[config.mk]
export PLATFORM = sky130hd
export DESIGN_NAME = alu_flags_writeback
export DESIGN_NICKNAME = d
export VERILOG_FILES = /design/src/rtl/alu_flags_writeback_pkg.sv /design/src/rtl/instructions_pkg.sv /design/src/rtl/alu_flags_writeback_chk.sv /design/src/rtl/alu_flags_writeback_fifo.sv /design/src/rtl/alu_flags_writeback.sv
export SDC_FILE = /design/constraint.sdc
export NUM_CORES = 1
export LEC_CHECK = 0
export BUFFER_PORTS_ARGS = -buffer_cell sky130_fd_sc_hd__buf_2
export CORE_ASPECT_RATIO = 0.75
export CORE_MARGIN = 2
export CORE_UTILIZATION = 52
export DETAILED_ROUTE_END_ITERATION = 10
export PLACE_DENSITY = 0.77
export SYNTH_ARGS = -nofsm -noshare
export SYNTH_HDL_FRONTEND = slang
export SYNTH_SLANG_ARGS = --single-unit
[constraint.sdc]
create_clock -name clk -period 3 [get_ports clk]
set_input_delay 0.6 -clock clk [delete_from_list [all_inputs] [get_ports clk]]
set_output_delay 0.6 -clock clk [all_outputs]
set_load 0.03 [all_outputs]
[src/rtl/alu_flags_writeback_pkg.sv]
// Types shared by the execute-to-writeback stage and its FIFO.
package alu_flags_writeback_pkg;

  localparam int unsigned ULONG_W = 64;

  typedef logic [ULONG_W-1:0] ulong_t;

  typedef struct packed {
    logic negitive;
    logic carry;
    logic zero;
  } alu_flags_t;

  typedef enum logic [0:0] {
    EXC_IDLE = 1'b0,
    EXC_TRAP = 1'b1
  } exc_state_t;

endpackage

[src/rtl/instructions_pkg.sv]
// Opcode encoding shared by the ALU and the stages around it.
package instructions;

  typedef enum logic [3:0] {
    NOP  = 4'd0,
    INC  = 4'd1,
    DEC  = 4'd2,
    ADD  = 4'd3,
    SUB  = 4'd4,
    MUL  = 4'd5,
    UDIV = 4'd6,
    SDIV = 4'd7,
    UMOD = 4'd8,
    SMOD = 4'd9
  } opcode_t;

  // Only the divide family can raise divByZero; the flag is ignored elsewhere.
  function automatic logic is_div_op(input opcode_t op);
    case (op)
      UDIV, SDIV, UMOD, SMOD: return 1'b1;
      default:                return 1'b0;
    endcase
  endfunction

endpackage

[src/rtl/alu_flags_writeback_chk.sv]
// Invariant checkers for the writeback FIFO and the stage's issue handshake.
module wb_fifo_chk #(
  parameter int unsigned DEPTH = 2,
  parameter int unsigned CNT_W = 2
) (
  input logic             clk,
  input logic             rst_n,
  input logic             push,
  input logic             pop,
  input logic [CNT_W-1:0] count
);

  a_no_overflow: assert property (@(posedge clk) disable iff (!rst_n)
    !(push && !pop && (count == CNT_W'(DEPTH))));

  a_no_underflow: assert property (@(posedge clk) disable iff (!rst_n)
    !(pop && (count == '0)));

  a_count_bound: assert property (@(posedge clk) disable iff (!rst_n)
    count <= CNT_W'(DEPTH));

endmodule

module alu_flags_writeback_chk (
  input logic clk,
  input logic rst_n,
  input logic pushValid,
  input logic pushReady,
  input logic inReady,
  input logic excPending
);

  a_push_never_dropped: assert property (@(posedge clk) disable iff (!rst_n)
    pushValid |-> pushReady);

  a_stall_during_trap: assert property (@(posedge clk) disable iff (!rst_n)
    excPending |-> !inReady);

endmodule

[src/rtl/alu_flags_writeback_fifo.sv]
// Small power-of-two valid/ready FIFO with a registered head (1-cycle first-word latency).
module wb_fifo #(
  parameter int unsigned DEPTH = 2,
  parameter int unsigned WIDTH = 69
) (
  input  logic                       clk,
  input  logic                       rst_n,
  input  logic                       pushValid,
  output logic                       pushReady,
  input  logic [WIDTH-1:0]           pushData,
  output logic                       popValid,
  input  logic                       popReady,
  output logic [WIDTH-1:0]           popData,
  output logic [$clog2(DEPTH):0]     countNext
);

  localparam int unsigned PTR_W = $clog2(DEPTH);
  localparam int unsigned CNT_W = PTR_W + 1;

  logic [WIDTH-1:0] mem_r [DEPTH];
  logic [PTR_W-1:0] wrPtr_r;
  logic [PTR_W-1:0] rdPtr_r;
  logic [PTR_W-1:0] rdPtrNext_s;
  logic [CNT_W-1:0] count_r;
  logic [CNT_W-1:0] countNext_s;
  logic             popValid_r;
  logic [WIDTH-1:0] popData_r;
  logic [WIDTH-1:0] headNext_s;
  logic             push_s;
  logic             pop_s;

  assign pushReady = (count_r != CNT_W'(DEPTH));
  assign push_s    = pushValid & pushReady;
  assign pop_s     = popValid_r & popReady;
  assign popValid  = popValid_r;
  assign popData   = popData_r;
  assign countNext = countNext_s;

  // Next occupancy and read pointer after this cycle's push/pop.
  always_comb begin
    countNext_s = count_r;
    rdPtrNext_s = rdPtr_r;
    case ({push_s, pop_s})
      2'b10:   countNext_s = count_r + CNT_W'(1);
      2'b01:   countNext_s = count_r - CNT_W'(1);
      default: countNext_s = count_r;
    endcase
    if (pop_s) begin
      rdPtrNext_s = rdPtr_r + PTR_W'(1);
    end else begin
      rdPtrNext_s = rdPtr_r;
    end
  end

  // The head register must see a word written this cycle if it lands in the next read slot.
  always_comb begin
    headNext_s = popData_r;
    if (countNext_s == '0) begin
      headNext_s = popData_r;
    end else if (push_s && (rdPtrNext_s == wrPtr_r)) begin
      headNext_s = pushData;
    end else begin
      headNext_s = mem_r[rdPtrNext_s];
    end
  end

  // Storage, pointers, occupancy and the registered head.
  always_ff @(posedge clk or negedge rst_n) begin
    if (!rst_n) begin
      for (int i = 0; i < int'(DEPTH); i++) begin
        mem_r[i] <= '0;
      end
      wrPtr_r    <= '0;
      rdPtr_r    <= '0;
      count_r    <= '0;
      popValid_r <= 1'b0;
      popData_r  <= '0;
    end else begin
      if (push_s) begin
        mem_r[wrPtr_r] <= pushData;
        wrPtr_r        <= wrPtr_r + PTR_W'(1);
      end
      rdPtr_r    <= rdPtrNext_s;
      count_r    <= countNext_s;
      popValid_r <= (countNext_s != '0);
      popData_r  <= headNext_s;
    end
  end

  wb_fifo_chk #(.DEPTH(DEPTH), .CNT_W(CNT_W)) u_chk (
    .clk   (clk),
    .rst_n (rst_n),
    .push  (push_s),
    .pop   (pop_s),
    .count (count_r)
  );

endmodule

[src/rtl/alu_flags_writeback.sv]
// Execute-to-writeback stage: commits ALU flags, queues results for the register
// file and turns divide-by-zero into a sticky trap that stalls issue.
module alu_flags_writeback
  import alu_flags_writeback_pkg::*;
  import instructions::*;
#(
  parameter int unsigned DEPTH     = 2,
  parameter int unsigned REG_IDX_W = 5
) (
  input  logic                 clk,
  input  logic                 rst_n,
  input  logic                 in_valid,
  output logic                 in_ready,
  input  opcode_t              in_op,
  input  logic [REG_IDX_W-1:0] in_dest,
  input  ulong_t               in_result,
  input  logic                 in_divByZero,
  input  logic                 in_zero,
  input  logic                 in_carry,
  input  logic                 in_negitive,
  output logic                 carry_q,
  output logic [2:0]           flags_q,
  output logic                 wb_valid,
  input  logic                 wb_ready,
  output logic [REG_IDX_W-1:0] wb_dest,
  output ulong_t               wb_data,
  output logic                 exc_pending,
  input  logic                 exc_ack
);

  localparam int unsigned CNT_W = $clog2(DEPTH) + 1;
  localparam int unsigned WIDTH = REG_IDX_W + ULONG_W;

  exc_state_t       excState_r;
  logic             excPending_r;
  logic             inReady_r;
  alu_flags_t       flags_r;
  logic             accept_s;
  logic             divTrap_s;
  logic             push_s;
  logic             fifoPushReady_s;
  logic [CNT_W-1:0] fifoCountNext_s;
  logic             spaceNext_s;
  logic [WIDTH-1:0] fifoPopData_s;

  assign accept_s    = in_valid & inReady_r;
  assign divTrap_s   = accept_s & is_div_op(in_op) & in_divByZero;
  assign push_s      = accept_s & (in_op != NOP) & ~divTrap_s;
  assign spaceNext_s = (fifoCountNext_s < CNT_W'(DEPTH));

  assign in_ready    = inReady_r;
  assign exc_pending = excPending_r;
  assign flags_q     = flags_r;
  assign carry_q     = flags_r.carry;
  assign {wb_dest, wb_data} = fifoPopData_s;

  // Exception FSM; issue readiness is decided here so it never depends on wb_ready combinationally.
  always_ff @(posedge clk or negedge rst_n) begin
    if (!rst_n) begin
      excState_r   <= EXC_IDLE;
      excPending_r <= 1'b0;
      inReady_r    <= 1'b1;
    end else begin
      case (excState_r)
        EXC_IDLE: begin
          if (divTrap_s) begin
            excState_r   <= EXC_TRAP;
            excPending_r <= 1'b1;
            inReady_r    <= 1'b0;
          end else begin
            excState_r   <= EXC_IDLE;
            excPending_r <= 1'b0;
            inReady_r    <= spaceNext_s;
          end
        end
        EXC_TRAP: begin
          if (exc_ack) begin
            excState_r   <= EXC_IDLE;
            excPending_r <= 1'b0;
            inReady_r    <= spaceNext_s;
          end else begin
            excState_r   <= EXC_TRAP;
            excPending_r <= 1'b1;
            inReady_r    <= 1'b0;
          end
        end
        default: begin
          excState_r   <= EXC_IDLE;
          excPending_r <= 1'b0;
          inReady_r    <= 1'b0;
        end
      endcase
    end
  end

  // Architectural flags commit only for ops that also write back.
  always_ff @(posedge clk or negedge rst_n) begin
    if (!rst_n) begin
      flags_r <= '0;
    end else if (push_s) begin
      flags_r <= '{negitive: in_negitive, carry: in_carry, zero: in_zero};
    end else begin
      flags_r <= flags_r;
    end
  end

  wb_fifo #(.DEPTH(DEPTH), .WIDTH(WIDTH)) u_fifo (
    .clk       (clk),
    .rst_n     (rst_n),
    .pushValid (push_s),
    .pushReady (fifoPushReady_s),
    .pushData  ({in_dest, in_result}),
    .popValid  (wb_valid),
    .popReady  (wb_ready),
    .popData   (fifoPopData_s),
    .countNext (fifoCountNext_s)
  );

  alu_flags_writeback_chk u_chk (
    .clk        (clk),
    .rst_n      (rst_n),
    .pushValid  (push_s),
    .pushReady  (fifoPushReady_s),
    .inReady    (inReady_r),
    .excPending (excPending_r)
  );

endmodule
==> reports/qor_table.md, run 1 <==
| Stage | Result | Value |
| --- | --- | --- |
| run status | Status | finished clean |
| route | Routed met1 length | 11700 µm |
| power | Overall power of the completed layout | 16.2 mW |
| placement | Area after DPL | 11400 µm² |
| power | Sw Share | 41.4% |
| synthesis | Warnings, synthesis | 0 |
| die | Ports placed on the boundary | 158 |
| setup path | Critical Path Stages | 9 |
| route | Post-DRT Antenna Nets | 0 |
| power | Maximum vdd ir drop | 777 µV |
| sta | Highest attainable clock frequency | 347 MHz |
| cells and area | Layout area overhead | 18.7% |
| setup path | Critical path data arrival time | 3260 ps |
| clock tree | Clock tree sinks | 217 |
| route | Sum of routed wire length over all layers | 26300 µm |
| synthesis | Synth cell count leaders | sky130_fd_sc_hd__dfrtp_1, sky130_fd_sc_hd__mux2_2, sky130_fd_sc_hd__nor2_1, sky130_fd_sc_hd__nor4_1 |
| cells and area | Net total in the final layout | 1033 |
| placement | Post-DP HPWL | 15700 µm |
| power | Clock group share of total power | 16.9% |
| grt | Global-route usage over all layers | 25.3% |
| placement | Number of placed cells counting well taps | 1179 |
| cells and area | Final Instance Area | 12100 µm² |
| setup path | R2r endpoint | u_fifo.popData[41]$_DFFE_PN0P_ |
| cells and area | Count of antenna diodes in the layout | 0 |
| route | Detailed route wirelength on metal3 | 2230 µm |
| setup path | FF-to-FF Start | u_fifo.count_r[1]$_DFF_PN0_ |
| sta | Clk_skew | 10.8 ps |
| grt | Via count of the first global-routing pass | 7840 |
| setup path | Worst setup slack for register-to-register paths | 120 ps |
| die | Number of standard-cell rows in the floorplan | 44 |
| cells and area | Register cell area after layout | 5430 µm² |
| placement | Final GP Congestion | 0.789 |
| power | Int Power | 9.46 mW |
| die | Floorplan core area | 19300 µm² |
| power | Relative contribution of combinational cells to total power | 49.6% |
| sta | Worst rel slew slack | 42.9% |
| cells and area | Area taken by multi-input logic gates | 4470 µm² |
| route | Via density | 6.24 |
| sta | Worst Setup Slack, final | 119 ps |
| clock tree | TritonCTS clock tree | done |
| sta | Final critical-path required period | 2880 ps |
| route | Number of optimization iterations in the first detailed-route pass | 7 |
| power | P per Cell Area | 1330 nW/µm² |
| synthesis | Number of enable-type register cells in the synthesized netlist | 0 |
| setup path | Worst Reg-to-Reg Cells | 9 |
| power | Psw | 6.69 mW |
| die | Die Y | 125 µm |
| grt | Maximum number of pins on one net before global-route repair | 81 |
| route | Detailed-route via count | 7595 |
| synthesis | Number of instances in the synthesized netlist | 820 |
| grt | Final global-route overflow total | 0 |
| sta | Number of hold violations in the final report | 0 |
| setup path | Data required time of the worst path | 3380 ps |
| route | Per-cell routed wire length | 21.6 µm |
| clock tree | Clock latency at the later pin of the worst-skew pair | 500 ps |
| synthesis | Largest area contributor in the netlist | sky130_fd_sc_hd__dfrtp_1 |
| flow run | Maximum capacitance violations | 0 |
| cells and area | Fill cell total of the finished layout | 1484 |
| sta | Final Slew Violations | 0 |
| setup path | Slowest stage cell on the critical path | sky130_fd_sc_hd__or4bb_2 |
| setup path | Type of element launching the critical path | flip-flop |
| clock tree | Post-CTS Hold Fix Bufs | 0 |
| die | Starting density of the core | 52.9% |
| route | Highest routed layer | met4 |
| synthesis | Average footprint of a synthesized cell | 12.4 µm² |
| clock tree | Clock input transition at the sequential cells of the worst setup and hold paths | 60 ps |
| setup path | Category of cells accounting for the largest share of critical-path delay | simple AND/OR/NAND/NOR gates |
| synthesis | Dominant cell by count in the synthesized netlist | sky130_fd_sc_hd__dfrtp_1 |
| synthesis | Cell area after synthesis | 10200 µm² |
| synthesis | Number of distinct standard cells referenced by the synthesized netlist | 36 |
| synthesis | Share of the yosys chip area belonging to registers | 53.3% |
| synthesis | Share of Yosys cell area claimed by the top area cell type | 53.0% |
| power | Register share of total power | 33.5% |
| setup path | Critical setup path kind | flip-flop to flip-flop |
| die | Area enclosed by the die boundary | 20800 µm² |
| synthesis | Register bit total from synthesis | 217 |
| sta | Final setup viols | 0 |
| worst hold path | Class of the tightest hold or removal check | primary input to async pin |
| sta | Slew at the pin with the worst max-slew slack | 857 ps |
| grt | Initial antenna violation count | 0 |
| grt | First-pass GRT wire length | 42800 µm |
| synthesis | Post-synthesis async set-or-reset flop share | 100% |
| sta | Hold slack | 156 ps |
| synthesis | Post-synthesis net count | 903 |
| route | Drt initial violations | 741 |
| clock tree | Maximum buffer depth of the clock tree | 3 |
| setup path | Critical Path Sink Type | flip-flop |
| placement | PortBufs | 157 |
| sta | Setup repair after global routing missed its margin | no |
| setup path | Peak fanout along the critical path | 23 |
| setup path | Delay contributed by the slowest stage of the critical path | 660 ps |
| clock tree | Inserted Clock Buffers | 22 |
| setup path | Critical-path cell list | nor2b_1 > nor3_2 > nand2_2 > ha_4 > or4bb_2 > and3_2 > o31a_2 > buf_12 > a211oi_1 |
| route | DRC violation count after routing | 0 |
| clock tree | Buffers inserted by post-CTS timing repair | 0 |
| cells and area | Finished Layout Cells | 1218 |
| power | Lkg Pwr | 5.32 nW |
| setup path | Count of buffer and inverter cells on the critical path | 1 |
| sta | Fraction of the cycle the final worst path needs | 96.0% |
| synthesis | Leading post-synthesis cells by cell area | sky130_fd_sc_hd__dfrtp_1, sky130_fd_sc_hd__mux2_2, sky130_fd_sc_hd__mux2i_1, sky130_fd_sc_hd__nand4b_1, sky130_fd_sc_hd__a211oi_1 |
| clock tree | H-Tree Depth | 1 |
| cells and area | Fraction of final layout cells with drive strength greater than 1 | 40.7% |
| synthesis | Most common flop cell mapped by yosys | sky130_fd_sc_hd__dfrtp_1 |
| die | Horizontal die dimension | 166 µm |
| placement | Setup Slack @ Placement | -205 ps |
| route | Detailed route wirelength on metal2 | 12100 µm |
| clock tree | CTS root buffer | sky130_fd_sc_hd__clkbuf_16 |
==> sequential cells by signal, indices dropped and copies added, names as in the netlist <==
signal / count
carry_q: 1
exc_pending: 1
flags_q: 2
in_ready: 1
u_fifo.count_r: 2
u_fifo.mem_r: 138
u_fifo.popData: 69
u_fifo.popValid: 1
u_fifo.rdPtr_r: 1
u_fifo.wrPtr_r: 1
==> worst max-delay path by stage <==
stage	start	endpoint	slack, ps
after global routing	u_fifo.count_r[1]$_DFF_PN0_	u_fifo.popData[41]$_DFFE_PN0P_	30
final	u_fifo.count_r[1]$_DFF_PN0_	u_fifo.popData[41]$_DFFE_PN0P_	120
after detailed placement	in_op[1]	u_fifo.popData[2]$_DFFE_PN0P_	-210
after floorplan	in_op[2]	u_fifo.popData[0]$_DFFE_PN0P_	3
after CTS	u_fifo.count_r[1]$_DFF_PN0_	u_fifo.popData[18]$_DFFE_PN0P_	30
after global placement	in_op[1]	u_fifo.popData[3]$_DFFE_PN0P_	-50
==> final cells by class <==
class	count	share of cell area, %
Inverter	1	0.0310
Multi-Input combinational cell	516	36.9
Tap cell	253	2.61
Timing Repair Buffer	192	9.66
Clock buffer	35	5.54
Sequential cell	217	44.9
Clock inverter	4	0.372
==> kinds of logic after synthesis <==
| logic type | Yosys count | synth area share [%] |
|---|---|---|
| buf+inv | 87 | 3.75 |
| compound gates | 73 | 5.88 |
| mux | 210 | 22.3 |
| xor+xnor | 6 | 0.736 |
| simple gates | 226 | 13.9 |
| fa+ha+maj | 1 | 0.123 |
| flops | 217 | 53.3 |
==> stage by stage <==
stage	util, %	setup TNS [ps]
final	62.8	0
after global routing	62.8	0
after CTS	62.8	0
after detailed placement	59.1	-8270
after global placement	59.1	-1570
after floorplan	-	0
==> worst register-to-register path: cells and delay by family (launching register included) <==
family	cells	cell delay, ps
buf+inv	1	200
flops	1	420
simple gates	5	1430
compound gates	2	480
fa+ha+maj	1	240
==> per-layer routing <==
layer	track usage, %	vias up
met1	36.4	3874
met2	39.7	336
met5	0	-
li1	-	3355
met4	5.52	0
met3	5.95	30
==> layout by cell type, fill, tap and decap left out, types with 2 or more instances in the layout <==
| cell | instances |
|---|---|
| sky130_fd_sc_hd__a211oi_1 | 58 |
| sky130_fd_sc_hd__a211oi_2 | 11 |
| sky130_fd_sc_hd__buf_12 | 9 |
| sky130_fd_sc_hd__buf_2 | 156 |
| sky130_fd_sc_hd__buf_4 | 26 |
| sky130_fd_sc_hd__clkbuf_1 | 7 |
| sky130_fd_sc_hd__clkbuf_16 | 23 |
| sky130_fd_sc_hd__clkbuf_8 | 6 |
| sky130_fd_sc_hd__clkinv_2 | 3 |
| sky130_fd_sc_hd__dfrtp_1 | 216 |
| sky130_fd_sc_hd__mux2_2 | 141 |
| sky130_fd_sc_hd__mux2i_1 | 69 |
| sky130_fd_sc_hd__nand4b_1 | 69 |
| sky130_fd_sc_hd__nor2_1 | 72 |
| sky130_fd_sc_hd__nor4_1 | 69 |
| sky130_fd_sc_hd__or4bb_2 | 2 |
| sky130_fd_sc_hd__xnor2_1 | 3 |
==> power groups by stage <==
| stage | logic, mW | clock network, mW | registers [mW] |
|---|---|---|---|
| 4_1_cts | 8.00 | 2.76 | 5.39 |
| 3_3_place_gp | 7.77 | 0 | 5.38 |
| 3_5_place_dp | 7.97 | 0 | 5.43 |
| 6_report | 8.01 | 2.72 | 5.42 |
| 5_1_grt | 8.59 | 2.88 | 5.58 |
| 2_1_floorplan | 4.90 | 0 | 6.21 |
==> what timing repair did <==
item | in CTS | in global routing
gates resized for setup | 0 | 2
setup endpoints to repair | 0 | 14
hold endpoints to repair | 0 | 0
Note: power is estimated with default switching activity, not from simulation.
==> inputs of run 2 (changes only) <==
--- a/config.mk
+++ b/config.mk
@@ -8,9 +8,9 @@
 export BUFFER_PORTS_ARGS = -buffer_cell sky130_fd_sc_hd__buf_2
 export CORE_ASPECT_RATIO = 0.75
 export CORE_MARGIN = 2
-export CORE_UTILIZATION = 52
+export CORE_UTILIZATION = 55
 export DETAILED_ROUTE_END_ITERATION = 10
-export PLACE_DENSITY = 0.77
+export PLACE_DENSITY = 0.82
 export SYNTH_ARGS = -nofsm -noshare
 export SYNTH_HDL_FRONTEND = slang
 export SYNTH_SLANG_ARGS = --single-unit
==> constraint.sdc (replaced) <==
create_clock -name clk -period 3.1 [get_ports clk]
set_input_delay 0.62 -clock clk [delete_from_list [all_inputs] [get_ports clk]]
set_output_delay 0.62 -clock clk [all_outputs]
set_load 0.03 [all_outputs]
==> run 2 against run 1 <==
Effect of this change: cell count fell by 0.49%; clock-buffer cell count fell by 1; critical path depth did not move; register-to-register slack barely moved; critical path type unchanged.
==> reports/qor_table.md, run 2 (synthesis results as in run 1) <==
| Stage | Result | Value | Delta |
| --- | --- | --- | --- |
| die | Ports placed on the boundary | 158 | unchanged |
| route | Detailed-route via count | 7586 | -0.12% |
| clock tree | Inserted Clock Buffers | 22 | unchanged |
| cells and area | Final Instance Area | 12200 µm² | +0.53% |
| clock tree | Post-CTS Hold Fix Bufs | 0 | unchanged |
| clock tree | TritonCTS clock tree | done |  |
| setup path | Count of buffer and inverter cells on the critical path | 1 | unchanged |
| route | Number of optimization iterations in the first detailed-route pass | 5 | -2 |
| route | Via density | 6.26 | +0.38% |
| grt | Global-route usage over all layers | 26.0% | +0.69 points |
| placement | Final GP Congestion | 0.746 | -5.4% |
| die | Area enclosed by the die boundary | 19700 µm² | -5.3% |
| die | Floorplan core area | 18300 µm² | -4.8% |
| route | Sum of routed wire length over all layers | 25500 µm | -3.1% |
| cells and area | Commonest cells after routing, fill and taps aside | sky130_fd_sc_hd__dfrtp_1, sky130_fd_sc_hd__buf_2, sky130_fd_sc_hd__mux2_2, sky130_fd_sc_hd__nor2_1 |  |
| clock tree | H-Tree Depth | 1 | unchanged |
| setup path | Type of element launching the critical path | flip-flop |  |
| sta | Slew at the pin with the worst max-slew slack | 628 ps | -230 ps |
| sta | Highest attainable clock frequency | 335 MHz | -3.5% |
| grt | First-pass GRT wire length | 40800 µm | -4.5% |
| power | Overall power of the completed layout | 15.8 mW | -2.5% |
| die | Horizontal die dimension | 161 µm | -2.7% |
| die | Number of standard-cell rows in the floorplan | 43 | -2.3% |
| clock tree | Clock tree sinks | 217 | unchanged |
| setup path | Data required time of the worst path | 3500 ps | +120 ps |
| setup path | Critical Path Sink Type | flip-flop |  |
| setup path | Delay contributed by the slowest stage of the critical path | 680 ps | +20 ps |
| clock tree | CTS root buffer | sky130_fd_sc_hd__clkbuf_16 |  |
| sta | Hold slack | 143 ps | -12.8 ps |
| die | Starting density of the core | 55.6% | +2.7 points |
| run status | Status | finished clean |  |
| sta | Final critical-path required period | 2980 ps | +104 ps |
| power | P per Cell Area | 1290 nW/µm² | -3.0% |
| cells and area | Layout area overhead | 19.3% |  |
| setup path | Category of cells accounting for the largest share of critical-path delay | simple AND/OR/NAND/NOR gates |  |
| cells and area | Fraction of final layout cells with drive strength greater than 1 | 41.1% | +0.41 points |
| power | Lkg Pwr | 5.35 nW | +0.71% |
| setup path | Critical-path cell list | nand2_1 > nor3_4 > nand2_1 > ha_1 > or4bb_2 > and3_2 > o31a_2 > buf_12 > a211oi_1 |  |
| placement | PortBufs | 157 | unchanged |
| cells and area | Register with the most flip-flops | u_fifo.mem_r |  |
| cells and area | Largest register FFs | 138 | unchanged |
| sta | Final Slew Violations | 0 | unchanged |
| placement | Post-DP HPWL | 15200 µm | -3.0% |
| sta | Number of hold violations in the final report | 0 | unchanged |
| cells and area | Net total in the final layout | 1032 | -0.097% |
| setup path | Slowest stage cell on the critical path | sky130_fd_sc_hd__or4bb_2 |  |
| sta | Worst rel slew slack | 58.2% | +15 points |
| sta | Setup repair after global routing missed its margin | yes |  |
| cells and area | Final design utilization | 66.3% | +3.5 points |
| setup path | CP most frequent cell | sky130_fd_sc_hd__nand2_1 |  |
| clock tree | Clock latency at the later pin of the worst-skew pair | 500 ps | about the same |
| route | Post-DRT Antenna Nets | 0 | unchanged |
| grt | Final global-route overflow total | 0 | unchanged |
| sta | Final setup viols | 0 | unchanged |
| setup path | Peak fanout along the critical path | 40 | +74% |
| route | Per-cell routed wire length | 21.0 µm | -2.6% |
| worst hold path | Class of the tightest hold or removal check | primary input to async pin |  |
| cells and area | Most common cell after layout, fill and taps aside | sky130_fd_sc_hd__dfrtp_1 |  |
| grt | Via count of the first global-routing pass | 7693 | -1.9% |
| cells and area | Count of antenna diodes in the layout | 0 | unchanged |
| flow run | Maximum capacitance violations | 0 | unchanged |
| power | Maximum vdd ir drop | 908 µV | +17% |
| clock tree | Maximum buffer depth of the clock tree | 3 | unchanged |
| route | DRC violation count after routing | 0 | unchanged |
| setup path | Critical path data arrival time | 3380 ps | +120 ps |
| placement | Area after DPL | 11300 µm² | -0.35% |
| setup path | Critical setup path kind | flip-flop to flip-flop |  |
| clock tree | Clock input transition at the sequential cells of the worst setup and hold paths | 60 ps | about the same |
| die | Die Y | 122 µm | -2.7% |
| grt | Initial antenna violation count | 1 | +1 |
| sta | Final TNS setup | 0 ps | unchanged |
| sta | Clk_skew | 8.25 ps | -2.56 ps |
| sta | Fraction of the cycle the final worst path needs | 96.3% | +0.25 points |
| route | Drt initial violations | 550 | -26% |
| grt | Maximum number of pins on one net before global-route repair | 77 | -4.9% |
run 2: worst paths after layout:
check / from / end / slack, ps / cells after the start
max in group asynchronous: rst_n / u_fifo.mem_r[91]$_DFFE_PN0P_ / 2170 / 2
min in group clk: in_zero / flags_q[0]$_DFFE_PN0P_ / 350 / 2
hold / removal: rst_n / u_fifo.popData[29]$_DFFE_PN0P_ / 140 / 1
hold reg to reg: u_fifo.mem_r[64]$_DFFE_PN0P_ / u_fifo.mem_r[64]$_DFFE_PN0P_ / 500 / 1
setup / recovery: in_ready$_DFF_PN1_ / u_fifo.popData[46]$_DFFE_PN0P_ / 120 / 9
setup reg to reg: in_ready$_DFF_PN1_ / u_fifo.popData[46]$_DFFE_PN0P_ / 120 / 9
run 2: metrics by stage:
step,worst slack (ps),instances
global route,-25.7,1212
finish,115,1212
CTS,120,1211
detailed placement,-383,1171
global placement,-236,1171
floorplan,7.13,820
run 2: layout make-up:
type	count	area, µm²
clock inverter	6	80.1
sequential	217	5430
multi-input combinational	516	4460
clock buffer	34	707
tap	247	309
timing repair buffer	191	1180
fill	1332	6180
inverter	1	3.75
run 2: timing repair:
item                       CTS  global route
setup endpoints to repair    2            40
hold endpoints to repair     0             0
setup buffers                0             1
pin swaps                    0             1
gates resized for setup      2             5
run 2: power by group:
group          internal, mW  switching, mW
Combinational          3.19           4.55
Clock                  1.73           1.09
Sequential             4.38          0.813
Total                  9.30           6.45
run 2: per-layer routing:
metal / track usage (%) / vias up / wire length, µm
met2: 42.1 / 340 / 11900
met1: 36.2 / 3855 / 11100
met3: 5.18 / 39 / 2180
met5: 0 / - / 0
met4: 7.42 / 0 / 390
li1: - / 3352 / -
